### src/rtl/alu_arbiter.sv
// Two-port arbiter with a one-entry issue register in front of the shared RV32I ALU.
// Define ALU_ARB_RR_EN for round-robin tie breaking; otherwise port 0 has fixed priority.
module alu_arbiter #(
    parameter int XLEN   = 32,
    parameter int CTRL_W = 5
) (
    input  logic              clk,
    input  logic              rst_n,

    input  logic              i_req0_valid,
    output logic              o_req0_ready,
    input  logic [XLEN-1:0]   i_req0_op1,
    input  logic [XLEN-1:0]   i_req0_op2,
    input  logic [XLEN-1:0]   i_req0_pc,
    input  logic [CTRL_W-1:0] i_req0_ctrl,

    input  logic              i_req1_valid,
    output logic              o_req1_ready,
    input  logic [XLEN-1:0]   i_req1_op1,
    input  logic [XLEN-1:0]   i_req1_op2,
    input  logic [XLEN-1:0]   i_req1_pc,
    input  logic [CTRL_W-1:0] i_req1_ctrl,

    output logic              o_rsp0_valid,
    input  logic              i_rsp0_ready,
    output logic              o_rsp1_valid,
    input  logic              i_rsp1_ready,

    output logic [XLEN-1:0]   o_rsp_result,
    output logic [XLEN-1:0]   o_rsp_jal_trgt,
    output logic [XLEN-1:0]   o_rsp_jalr_trgt,
    output logic              o_rsp_branch_taken,

    output logic [XLEN-1:0]   o_alu_op1,
    output logic [XLEN-1:0]   o_alu_op2,
    output logic [XLEN-1:0]   o_alu_pc,
    output logic [CTRL_W-1:0] o_alu_ctrl,
    input  logic [XLEN-1:0]   i_alu_result,
    input  logic [XLEN-1:0]   i_alu_jal_trgt,
    input  logic [XLEN-1:0]   i_alu_jalr_trgt,
    input  logic              i_alu_branch_taken,

    output logic              o_busy
);

    typedef enum logic [1:0] {EMPTY, OWN0, OWN1} state_t;

    state_t            r_state;
    state_t            w_nextState;
    logic [XLEN-1:0]   r_op1;
    logic [XLEN-1:0]   r_op2;
    logic [XLEN-1:0]   r_pc;
    logic [CTRL_W-1:0] r_ctrl;

    logic w_tieTo1;
    logic w_grant0;
    logic w_grant1;
    logic w_slotFree;
    logic w_accept0;
    logic w_accept1;
    logic w_busy;

`ifdef ALU_ARB_RR_EN
    logic r_lastGrant;

    // Pointer starts at port 1 so that port 0 wins the first tie after reset.
    always_ff @(posedge clk or negedge rst_n) begin
        if (!rst_n) begin
            r_lastGrant <= 1'b1;
        end else if (w_accept0) begin
            r_lastGrant <= 1'b0;
        end else if (w_accept1) begin
            r_lastGrant <= 1'b1;
        end
    end

    assign w_tieTo1 = ~r_lastGrant;
`else
    assign w_tieTo1 = 1'b0;
`endif

    always_ff @(posedge clk or negedge rst_n) begin
        if (!rst_n) begin
            r_state <= EMPTY;
        end else begin
            r_state <= w_nextState;
        end
    end

    // A slot frees up in the same cycle the owner consumes its response, giving 1 op/cycle.
    always_comb begin
        w_nextState  = r_state;
        o_rsp0_valid = (r_state == OWN0);
        o_rsp1_valid = (r_state == OWN1);
        w_busy       = (r_state != EMPTY);
        w_grant0     = i_req0_valid & (~i_req1_valid | ~w_tieTo1);
        w_grant1     = i_req1_valid & (~i_req0_valid | w_tieTo1);
        w_slotFree   = (r_state == EMPTY)
                     | (o_rsp0_valid & i_rsp0_ready)
                     | (o_rsp1_valid & i_rsp1_ready);
        w_accept0    = w_grant0 & w_slotFree;
        w_accept1    = w_grant1 & w_slotFree;
        o_req0_ready = w_accept0;
        o_req1_ready = w_accept1;
        if (w_accept0) begin
            w_nextState = OWN0;
        end else if (w_accept1) begin
            w_nextState = OWN1;
        end else if (w_slotFree) begin
            w_nextState = EMPTY;
        end
    end

    always_ff @(posedge clk or negedge rst_n) begin
        if (!rst_n) begin
            r_op1  <= '0;
            r_op2  <= '0;
            r_pc   <= '0;
            r_ctrl <= '0;
        end else if (w_accept0) begin
            r_op1  <= i_req0_op1;
            r_op2  <= i_req0_op2;
            r_pc   <= i_req0_pc;
            r_ctrl <= i_req0_ctrl;
        end else if (w_accept1) begin
            r_op1  <= i_req1_op1;
            r_op2  <= i_req1_op2;
            r_pc   <= i_req1_pc;
            r_ctrl <= i_req1_ctrl;
        end
    end

    // An empty slot presents ADD 0+0 so the ALU inputs never show stale operands.
    assign o_alu_op1  = w_busy ? r_op1  : '0;
    assign o_alu_op2  = w_busy ? r_op2  : '0;
    assign o_alu_pc   = w_busy ? r_pc   : '0;
    assign o_alu_ctrl = w_busy ? r_ctrl : '0;

    assign o_rsp_result       = i_alu_result;
    assign o_rsp_jal_trgt     = i_alu_jal_trgt;
    assign o_rsp_jalr_trgt    = i_alu_jalr_trgt;
    assign o_rsp_branch_taken = i_alu_branch_taken;
    assign o_busy             = w_busy;

endmodule
### config.mk
export PLATFORM = sky130hd
export DESIGN_NAME = alu_arbiter
export DESIGN_NICKNAME = d
export VERILOG_FILES = /design/src/rtl/alu_arbiter.sv
export SDC_FILE = /design/constraint.sdc
export NUM_CORES = 1
export LEC_CHECK = 0
export CORE_AREA = 2 2 199 201
export CTS_CLUSTER_DIAMETER = 120
export DETAILED_ROUTE_END_ITERATION = 10
export DIE_AREA = 0 0 201 203
export SLEW_MARGIN = 40
export SYNTH_ARGS = -nofsm -noshare
export SYNTH_HDL_FRONTEND = slang
export SYNTH_SLANG_ARGS = --single-unit
### constraint.sdc
create_clock -name clk -period 3 [get_ports clk]
set_clock_uncertainty 0.05 [all_clocks]
set_input_delay 0.45 -clock clk [delete_from_list [all_inputs] [get_ports clk]]
set_output_delay 0.45 -clock clk [all_outputs]
set_load 0.005 [all_outputs]
==> flow_summary.ini <==
[run]
max-cap-violations = 0

[layout]
area_delta_synth_final_pct = 48.9
drive_above_1_share_pct = 17.7
n_antenna_cell = 0
fin_util_pct = 25.5
final_nets = 1062

[power_and_ir_drop]
p_leak_uw = 0.00371
power_uw = 7610
powerDensity_mw_per_mm2 = 776
ir_worst_vdd_mv = 0.512

[timing]
max_slew_margin_pct = 58.6
worst_pin_slew_ns = 0.621
setup_viol = 0
final_hold_viol_count = 0
max_freq_ghz = 0.367
setup_tns_ns = 0
worst_hold_slack_ns = 0.00318
rsz0062_at_grt = no
fin_ws_ns = 0.272
fin_crit_ns = 2.73
drv_slew = 0
layout_worst_path_cycle_share_pct = 90.9

[die]
die-area_mm2 = 0.0408
num_io_pins = 508
rows = 72
die_h_um = 203
start_util_pct = 17.1
core_region_area_mm2 = 0.0385
die_width_um = 201

[synthesis]
yosysTopAreaCellShare_pct = 39.2
yosysWarnings = 0
syn_nets = 860
synth_area_leader_cell = dfrtp_1
ys_types = 18
synth-compound-area-share_pct = 0.456
yosys_register_bits = 103
synth_fa_ha_area_share_pct = 0
synth_simple_gate_area_share_pct = 11.0
yosysMostFrequentCell = mux2_2
synthFlopType = dfrtp_1
synth_top_family_by_area = multiplexers
netlist_area_mm2 = 0.00658
muxShareOfSynthArea_pct = 34.6
ys_top_cells_by_area = dfrtp_1 39%, mux2_2 18%, mux2_1 16%, buf_4 11%, and2_1 9.7%
synth_edf_count = 0
synth_seq_area_share_pct = 39.2
syn_avg_cell_area_um2 = 11.9
synth_xor_xnor_area_share_pct = 0
async_flop_share_pct = 100
synthCells = 555
synth_top_cells_by_count = 107 x mux2_2, 103 x dfrtp_1, 102 x and2_1

[route]
wirelength_mm = 22.1
post_drt_wl_per_cell_um = 17.3
dr.pass1.iters = 4
drt_iter0_markers = 112
drcViolationCount = 0
drtAntennaViolNets = 0
vias_per_cell = 3.70
vias = 4740

[global_route]
antenna_found_initial = 0
grt_usage_pct = 10.6
overflow = 0
grt_pass1_wl_mm = 31.9
grt_max_degree = 55
first_global_vias = 5089

[cts]
post_cts_resized = 0
cts_setup_buffers = 0
clk_latency_ns = 0.36
cts_buffers = 9
cts_tree = yes
clock_sinks = 103
postCtsHoldBufs = 0
cts_buffer_depth = 2
clkTransAtPathRegs_ns = 0.07
cts-root-buf = clkbuf_16
htreeDepth = 3

[place]
dp_slack_ns = 0.357
dp_hpwl_mm = 17.7
portBuffers = 313
finalWeightedCongestion = 0.771

[setup_path]
rr_worst_depth = 4
ff2ff_setup_slack_ns = 1.09
cp.required_ns = 2.50
r2r-end = r_op2[3]
worstSetupStartpointType = flop
critPathArrivalTime_ns = 2.23
r2r_start = r_state[0]
crit_end = o_alu_ctrl[0]
criticalPathCategory = flop to output port
endpoint_kind = output port
crit_start = r_state[1]
critPathMaxFanout = 48

[worst_hold_path]
hold_path.class = input port to async pin

[status]
status = completed
## cells by family (layout without fill, tap and decap cells)
| family | Yosys count | in the layout |
|---|---|---|
| mux | 202 | 202 |
| buf+inv | 131 | 338 |
| simple gates | 115 | 115 |
| flops | 103 | 103 |
| compound gates | 4 | 4 |
## metal layers
metal	vias up	GRT usage [%]	share of wire (%)
met5	-	0	0
li1	2169	-	-
met2	286	19.5	52
met1	2235	9.21	32
met3	50	5.63	12
met4	0	5.63	3.7
## flip-flops by register name, indices dropped and copies added, names as in the netlist
name     count
r_ctrl       5
r_pc        32
r_op2       32
r_state      2
r_op1       32
## layout make-up
class	instances	area, um^2
fillers	4088	28700
repair buffers	322	3250
multi-input cells	321	3030
flip-flops and latches	103	2580
well taps	518	648
clock buffers	12	246
clock inverters	4	45.0
## critical path, cell delays in order, from the launching register on
cell	delay (ns)
dfrtp_1	0.51
or2_2	0.21
buf_4	0.37
and2_1	0.23
clkdlybuf4s50_1	0.52
## how the worst min path moves through the flow
stage                     startpoint        end  slack, ns  cells after the start
final                          rst_n   r_op1[9]      0.003                      1
after global routing           rst_n   r_op1[0]       0.03                      1
after CTS                      rst_n   r_op1[9]       0.01                      1
after detailed placement    r_op2[1]   r_op2[1]       0.42                      1
after global placement      r_op1[7]   r_op1[7]       0.41                      1
after floorplan                rst_n  r_ctrl[0]       0.10                      0
## power by group
part | internal [uW] | switching (uW) | leakage, uW | total [uW]
clock | 668 | 557 | 0.000146 | 1220
sequential | 2100 | 312 | 0.00120 | 2410
combinational | 2610 | 1360 | 0.00236 | 3970
total | 5380 | 2230 | 0.00371 | 7610
## layout by cell type, fill, tap and decap left out
cell             netlist  routed
clkbuf_16              0       9
nor3b_1                1       1
clkbuf_8               0       1
and2_1               102     102
nor2b_1                3       3
a21oi_1                2       2
mux2_1                95      95
a211oi_4               0       1
clkbuf_1              15       2
nand2b_1               3       3
bufinv_16              0       1
buf_12                 0       4
buf_4                 98       7
nand2b_4               1       1
clkinv_2               0       3
o21a_1                 1       1
dfrtp_1              103     103
or2_2                  1       1
nor2_1                 3       3
clkdlybuf4s50_1        0     311
mux2_2               107     107
and2b_1                1       1
## stage by stage
step | area (um^2) | std cells
floorplan | 6580 | 555
global placement | 9510 | 1264
detailed placement | 9510 | 1264
CTS | 9800 | 1280
global route | 9800 | 1280
finish | 9800 | 1280
(Power assumes the default switching activity.)
